[config.mk]
export PLATFORM = sky130hd
export DESIGN_NAME = fp_mult_pipe
export DESIGN_NICKNAME = d
export VERILOG_FILES = /design/src/rtl/fp_mult_pkg.sv /design/src/rtl/exp_adder.sv /design/src/rtl/fp_mult_norm_round.sv /design/src/rtl/fp_mult_pipe.sv
export SDC_FILE = /design/constraint.sdc
export NUM_CORES = 2
export LEC_CHECK = 0
export ABC_AREA = 1
export CORE_AREA = 5 5 257 322
export CTS_BUF_LIST = sky130_fd_sc_hd__clkbuf_8
export DETAILED_ROUTE_END_ITERATION = 6
export DIE_AREA = 0 0 262 327
export GPL_TIMING_DRIVEN = 0
export PLACE_DENSITY = 0.58
export SLEW_MARGIN = 20
export SYNTH_ARGS = -nofsm -noshare
export SYNTH_HDL_FRONTEND = slang
export SYNTH_SLANG_ARGS = --single-unit
[constraint.sdc]
create_clock -name clk -period 7.45 [get_ports clk]
set_input_delay 1.1175 -clock clk [delete_from_list [all_inputs] [get_ports clk]]
set_output_delay 1.1175 -clock clk [all_outputs]
set_load 0.005 [all_outputs]
[src/rtl/fp_mult_pkg.sv]
// Shared constants and helpers for the pipelined floating-point multiplier.
package fp_mult_pkg;

  localparam int unsigned FLG_NV = 3;
  localparam int unsigned FLG_OF = 2;
  localparam int unsigned FLG_UF = 1;
  localparam int unsigned FLG_NX = 0;

  typedef enum logic [1:0] {
    SpNone,
    SpZero,
    SpInf,
    SpNan
  } special_e;

  function automatic int unsigned bias(input int unsigned exp_w);
    return (32'd1 << (exp_w - 1)) - 32'd1;
  endfunction

  // Canonical quiet NaN {0, all-ones exponent, 1, 0..0}, right-aligned in 64 bits.
  function automatic logic [63:0] qnan_word(input int unsigned exp_w, input int unsigned mant_w);
    return (((64'd1 << exp_w) - 64'd1) << (mant_w - 1)) | (64'd1 << (mant_w - 2));
  endfunction

endpackage

[src/rtl/exp_adder.sv]
// Biased exponent sum: ea + eb - BIAS as a signed value with two guard bits.
module exp_adder
  import fp_mult_pkg::*;
#(
  parameter int unsigned EXP_W = 8
) (
  input  logic        [EXP_W-1:0] ea_i,
  input  logic        [EXP_W-1:0] eb_i,
  output logic signed [EXP_W+1:0] sum_o
);

  localparam logic [EXP_W+1:0] Bias = (EXP_W + 2)'(bias(EXP_W));

  assign sum_o = signed'({2'b00, ea_i} + {2'b00, eb_i} - Bias);

endmodule

[src/rtl/fp_mult_norm_round.sv]
// Final-stage normalise, round, range check and special-case packing (combinational).
// Rounding is round-to-nearest-even when FP_MULT_RNE_EN is defined, truncation otherwise.
module fp_norm_round
  import fp_mult_pkg::*;
#(
  parameter int unsigned EXP_W  = 8,
  parameter int unsigned MANT_W = 24
) (
  input  logic                        sign_i,
  input  logic signed [EXP_W+1:0]     exp_i,
  input  logic        [2*MANT_W-1:0]  prod_i,
  input  special_e                    special_i,
  output logic        [EXP_W+MANT_W-1:0] res_o,
  output logic        [3:0]           flags_o
);

  localparam logic signed [EXP_W+1:0] ExpOne  = (EXP_W + 2)'(1);
  localparam logic signed [EXP_W+1:0] ExpZero = '0;
  localparam logic signed [EXP_W+1:0] ExpMax  = (EXP_W + 2)'((64'd1 << EXP_W) - 64'd1);
  localparam logic [EXP_W+MANT_W-1:0] QNaN    = (EXP_W + MANT_W)'(qnan_word(EXP_W, MANT_W));

  logic [MANT_W-1:0]       mant;
  logic [MANT_W:0]         mant_r;
  logic [MANT_W-2:0]       frac;
  logic                    guard, sticky, inc;
  logic signed [EXP_W+1:0] e_n, e_r;
  logic                    unused_hidden;

  assign unused_hidden = mant_r[MANT_W-1];

  always_comb begin
    if (prod_i[2*MANT_W-1]) begin
      mant   = prod_i[2*MANT_W-1 -: MANT_W];
      guard  = prod_i[MANT_W-1];
      sticky = |prod_i[MANT_W-2:0];
      e_n    = exp_i + ExpOne;
    end else begin
      mant   = prod_i[2*MANT_W-2 -: MANT_W];
      guard  = prod_i[MANT_W-2];
      sticky = |prod_i[MANT_W-3:0];
      e_n    = exp_i;
    end

`ifdef FP_MULT_RNE_EN
    inc = guard & (sticky | mant[0]);
`else
    inc = 1'b0;
`endif

    mant_r = {1'b0, mant} + {{MANT_W{1'b0}}, inc};
    // Carry out leaves 1.000..0 x 2, so the fraction is all zeros.
    if (mant_r[MANT_W]) begin
      frac = '0;
      e_r  = e_n + ExpOne;
    end else begin
      frac = mant_r[MANT_W-2:0];
      e_r  = e_n;
    end

    res_o           = {sign_i, e_r[EXP_W-1:0], frac};
    flags_o         = '0;
    flags_o[FLG_NX] = guard | sticky;

    if (e_r >= ExpMax) begin
      res_o           = {sign_i, {EXP_W{1'b1}}, {(MANT_W-1){1'b0}}};
      flags_o[FLG_OF] = 1'b1;
      flags_o[FLG_NX] = 1'b1;
    end else if (e_r <= ExpZero) begin
      res_o           = {sign_i, {(EXP_W+MANT_W-1){1'b0}}};
      flags_o[FLG_UF] = 1'b1;
      flags_o[FLG_NX] = 1'b1;
    end

    case (special_i)
      SpNan: begin
        res_o           = QNaN;
        flags_o         = '0;
        flags_o[FLG_NV] = 1'b1;
      end
      SpInf: begin
        res_o   = {sign_i, {EXP_W{1'b1}}, {(MANT_W-1){1'b0}}};
        flags_o = '0;
      end
      SpZero: begin
        res_o   = {sign_i, {(EXP_W+MANT_W-1){1'b0}}};
        flags_o = '0;
      end
      default: ;
    endcase
  end

endmodule

[src/rtl/fp_mult_pipe.sv]
// Three-stage floating-point multiplier (exponent add, mantissa product, normalise/round/pack)
// with a global-stall valid/ready handshake. Rounding mode selected by FP_MULT_RNE_EN.
module fp_mult_pipe
  import fp_mult_pkg::*;
#(
  parameter int unsigned EXP_W  = 8,
  parameter int unsigned MANT_W = 24
) (
  input  logic                    clk,
  input  logic                    rst,
  input  logic                    in_valid,
  output logic                    in_ready,
  input  logic [EXP_W+MANT_W-1:0] in_a,
  input  logic [EXP_W+MANT_W-1:0] in_b,
  output logic                    out_valid,
  input  logic                    out_ready,
  output logic [EXP_W+MANT_W-1:0] out_res,
  output logic [3:0]              out_flags
);

  localparam int unsigned W = EXP_W + MANT_W;
  localparam int unsigned F = MANT_W - 1;

  logic adv;

  logic             sa, sb;
  logic [EXP_W-1:0] ea, eb;
  logic [F-1:0]     fa, fb;
  logic             a_zero, a_inf, a_nan, b_zero, b_inf, b_nan;

  logic signed [EXP_W+1:0] exp_sum;
  special_e                special_d;

  logic                    s1_valid_q, s1_sign_q;
  logic signed [EXP_W+1:0] s1_exp_q;
  logic [F-1:0]            s1_fa_q, s1_fb_q;
  special_e                s1_special_q;

  logic [2*MANT_W-1:0]     s2_prod_d, s2_prod_q;
  logic                    s2_valid_q, s2_sign_q;
  logic signed [EXP_W+1:0] s2_exp_q;
  special_e                s2_special_q;

  logic [W-1:0] res_d;
  logic [3:0]   flags_d;

  // Whole pipeline advances together; bubbles are carried, not squeezed.
  assign adv      = !out_valid | out_ready;
  assign in_ready = adv;

  assign sa = in_a[W-1];
  assign sb = in_b[W-1];
  assign ea = in_a[W-2 -: EXP_W];
  assign eb = in_b[W-2 -: EXP_W];
  assign fa = in_a[F-1:0];
  assign fb = in_b[F-1:0];

  assign a_zero = (ea == '0);
  assign b_zero = (eb == '0);
  assign a_inf  = (&ea) & ~|fa;
  assign b_inf  = (&eb) & ~|fb;
  assign a_nan  = (&ea) & |fa;
  assign b_nan  = (&eb) & |fb;

  always_comb begin
    special_d = SpNone;
    if (a_nan | b_nan | (a_inf & b_zero) | (a_zero & b_inf)) begin
      special_d = SpNan;
    end else if (a_inf | b_inf) begin
      special_d = SpInf;
    end else if (a_zero | b_zero) begin
      special_d = SpZero;
    end
  end

  exp_adder #(
    .EXP_W(EXP_W)
  ) u_exp_adder (
    .ea_i (ea),
    .eb_i (eb),
    .sum_o(exp_sum)
  );

  always_comb begin
    s2_prod_d = '0;
    if (s1_special_q == SpNone) begin
      s2_prod_d = {{MANT_W{1'b0}}, 1'b1, s1_fa_q} * {{MANT_W{1'b0}}, 1'b1, s1_fb_q};
    end
  end

  fp_norm_round #(
    .EXP_W (EXP_W),
    .MANT_W(MANT_W)
  ) u_norm_round (
    .sign_i   (s2_sign_q),
    .exp_i    (s2_exp_q),
    .prod_i   (s2_prod_q),
    .special_i(s2_special_q),
    .res_o    (res_d),
    .flags_o  (flags_d)
  );

  always_ff @(posedge clk or posedge rst) begin
    if (rst) begin
      s1_valid_q   <= 1'b0;
      s1_sign_q    <= 1'b0;
      s1_exp_q     <= '0;
      s1_fa_q      <= '0;
      s1_fb_q      <= '0;
      s1_special_q <= SpNone;
      s2_valid_q   <= 1'b0;
      s2_sign_q    <= 1'b0;
      s2_exp_q     <= '0;
      s2_prod_q    <= '0;
      s2_special_q <= SpNone;
      out_valid    <= 1'b0;
      out_res      <= '0;
      out_flags    <= '0;
    end else if (adv) begin
      s1_valid_q   <= in_valid;
      s1_sign_q    <= sa ^ sb;
      s1_exp_q     <= exp_sum;
      s1_fa_q      <= fa;
      s1_fb_q      <= fb;
      s1_special_q <= special_d;
      s2_valid_q   <= s1_valid_q;
      s2_sign_q    <= s1_sign_q;
      s2_exp_q     <= s1_exp_q;
      s2_prod_q    <= s2_prod_d;
      s2_special_q <= s1_special_q;
      out_valid    <= s2_valid_q;
      out_res      <= res_d;
      out_flags    <= flags_d;
    end
  end

endmodule

==> run summary <==
max-cap violations - 0
worst path buffer plus inverter count - 8
Syn Inst Count - 3686
mean post-synth cell area - 7.472 µm²
port buffer count - 105
mux cell area share after synthesis - 0%
Multi-input gate area - 19270 µm²
CTS tree - done
CP startpoint - s1_fa_q[17]$_DFFE_PP0P_
setup slack after layout - 0.1461 ns
Worst Hold Launch - s2_prod_q[20]$_DFFE_PP0P_
grt total ovfl - 0
adder-cell share of the synthesized area - 43.42%
Die Y - 327 µm
max-slew violations - 0
Compound-Gate Fraction of Synth Area - 4.807%
first-pass GRT wire length - 147000 µm
status - completed
CP Capture Type - flop
routed wire length - 96030 µm
Setup Buffers After CTS - 0
vias in the first global route - 24350
Final Critical Period - 7.304 ns
final setup fails - 0
slowest cell delay on critical path - 0.61 ns
pin count of the biggest net entering global routing - 88
Post-Synth Simple-Gate Area - 21.28%
most common cell after layout, fill and taps aside - nand2_1
H-tree levels - 4
Ys Warns - 0
ANT nets after route - 0
initial antenna violation count - 5
clock root buffer - clkbuf_8
register area - 3989 µm²
worst setup path category - flop to flop
Post-route DRC - 0
WP data required - 7.88 ns
most frequent cells in the layout - nand2_1 (1122), inv_1 (995), fa_1 (483), nor2_1 (197), ha_1 (183)
die width - 262 µm
IO Pins - 106
slew at the pin with the worst max-slew slack - 1.006 ns
Mapped Nets - 4420
Async S/R FF share, synth - 100.0%
post-synthesis sequential area ratio - 14.45%
# rows - 116
Initial Utilization - 34.69%
Syn Std Cell Area - 27540 µm²
CP arrival - 7.73 ns
post-DP HPWL - 81390 µm
worst-skew pair later-pin latency - 0.57 ns
vias - 23400
Crit-path slowest cell - dfrtp_1
crit path launch type - flop
largest family of logic cells by synthesized area - adder cells
xor-xnor portion of the synthesized cell area - 0.4770%
count of filler cells inserted in the layout - 8374
Synth-to-Final Area Change - 10.55%
DR vias/cell - 4.789
CTS max path bufs - 2
final worst-path cycle share - 98.04%
GR Util All Layers - 22.87%
nets@finish - 4545
Placer Congestion - 0.9815
Hold Path Class - flop to flop
Slew HR - 32.93%
final hold slack - 0.4922 ns
router iterations before antenna repair - 6
routed len/inst - 19.65 µm
share of cells above drive strength 1 - 3.713%
pre-CTS setup slack - -0.02166 ns
Hold Buf Count CTS - 0
RSZ-0062 raised after global routing - false
Max FO, Critical Path - 10
post-synthesis cell type count - 43
Seq cells post-synth - 159
cell family with most CP delay - adder cells
DRT iter0 DRCs - 1491
die footprint - 85670 µm²
R2R Path Start - s1_fa_q[17]$_DFFE_PP0P_
Num CTS Buffers - 17
EDFF count, synth - 0
fmax - 136.9 MHz
clock transition at the registers of the reported paths - 0.11 ns
final clock skew - 0.03568 ns
Clock Sinks - 159
final hold violations - 0
core area - 79390 µm²
dominant synthesized flop cell - dfrtp_1
[layout make-up]
cell class                      instances  area share (%)
Sequential cell                       159           13.10
Multi-Input combinational cell       2395           63.31
Buffer                                134           1.964
Antenna cell                            1        0.008219
Tap cell                             1062           4.364
Timing Repair Buffer                  106           3.543
Clock inverter                         15          0.6123
Inverter                              998           12.33
Clock buffer                           17          0.7685
[path summary, 6_finish.rpt]
check,to,slack (ns),cells after the start
max,s2_prod_q[47]$_DFFE_PP0P_,0.15,26
max in group asynchronous,s1_fb_q[9]$_DFFE_PP0P_,5.51,3
min reg2reg,s2_prod_q[20]$_DFFE_PP0P_,0.49,2
min,s2_prod_q[20]$_DFFE_PP0P_,0.49,2
max reg2reg,s2_prod_q[47]$_DFFE_PP0P_,0.15,26
min in group asynchronous,s2_prod_q[43]$_DFFE_PP0P_,1.02,2
[per-stage QoR]
step | setup TNS [ns] | area, µm² | cells | utilization [%]
finish | 0 | 30450 | 4887 | 38.35
global route | 0 | 30440 | 4886 | 38.35
CTS | 0 | 30380 | 4886 | 38.27
detailed placement | -0.04204 | 29960 | 4854 | 37.73
global placement | -97.30 | 29920 | 4853 | 37.69
floorplan | 0 | 27540 | 3686 | -
[synth_stat cells, types with 2 or more instances]
master	instances	area, µm²
nand2_1	1122	4212
inv_1	996	3739
fa_1	483	9669
nor2_1	197	739.5
ha_1	183	2290
dfrtp_1	159	3979
clkbuf_1	122	457.9
o21ai_0	107	535.5
a21oi_1	79	395.4
nand3_1	74	370.4
nand4_1	33	206.5
nor3_1	24	120.1
o21ai_2	20	175.2
nand2_2	11	68.82
xor2_1	9	78.83
o22ai_1	7	43.79
xnor2_1	6	52.55
buf_1	4	15.01
buf_6	4	45.04
o21bai_1	4	30.03
a21o_1	3	22.52
a31oi_1	3	18.77
buf_2	3	15.01
nor2_2	3	18.77
nor3_2	3	30.03
o211ai_1	3	22.52
a21boi_0	2	15.01
a32o_1	2	20.02
and3_1	2	12.51
inv_2	2	7.510
nand2_4	2	22.52
nor4_1	2	12.51
or2_2	2	12.51
[flip-flops by register name, indices dropped and copies added, names as in the netlist, 2 cells and up]
name,cells
out_flags,4
out_res,32
s1_exp_q,10
s1_fa_q,23
s1_fb_q,23
s1_special_q,2
s2_exp_q,10
s2_prod_q,48
s2_special_q,2
[worst register-to-register path, stage by stage (launching register included)]
cell	delay, ns
dfrtp_1	0.61
clkbuf_1	0.56
nand2_1	0.19
fa_1	0.56
inv_1	0.05
fa_1	0.50
inv_1	0.07
fa_1	0.48
fa_1	0.55
inv_1	0.06
fa_1	0.52
fa_1	0.52
inv_1	0.05
fa_1	0.59
inv_1	0.15
ha_1	0.48
nand2_1	0.14
nor2_1	0.25
nand2_1	0.12
inv_1	0.12
nand2_1	0.06
inv_1	0.14
nand3_1	0.13
nand3_1	0.11
nand2_1	0.05
nand3_1	0.08
nand2_1	0.06
[kinds of logic (layout without fill, tap and decap cells)]
group / after synthesis / count (layout)
AND/OR/NAND/NOR: 1479 / 1479
buffers and inverters: 1132 / 1270
adder cells (fa/ha/maj): 666 / 666
AO/OA/AOI/OAI: 235 / 235
flip-flops: 159 / 159
XOR/XNOR: 15 / 15
other: 0 / 1
[timing repair]
| item | CTS | global route |
|---|---|---|
| gates resized for setup | 4 | 98 |
| setup endpoints to repair | 8 | 29 |
| gates cloned | 0 | 0 |
[per-layer routing]
metal | share of wire [%] | global-route usage (%)
met5 | 0.014 | 0
met4 | 5.6 | 10.83
met3 | 7.4 | 4.178
met2 | 48 | 37.99
met1 | 39 | 28.83
Power is left out: the tool's default activity adds up to more than one toggle a clock period on the data nets, which glitch-free logic cannot reach.
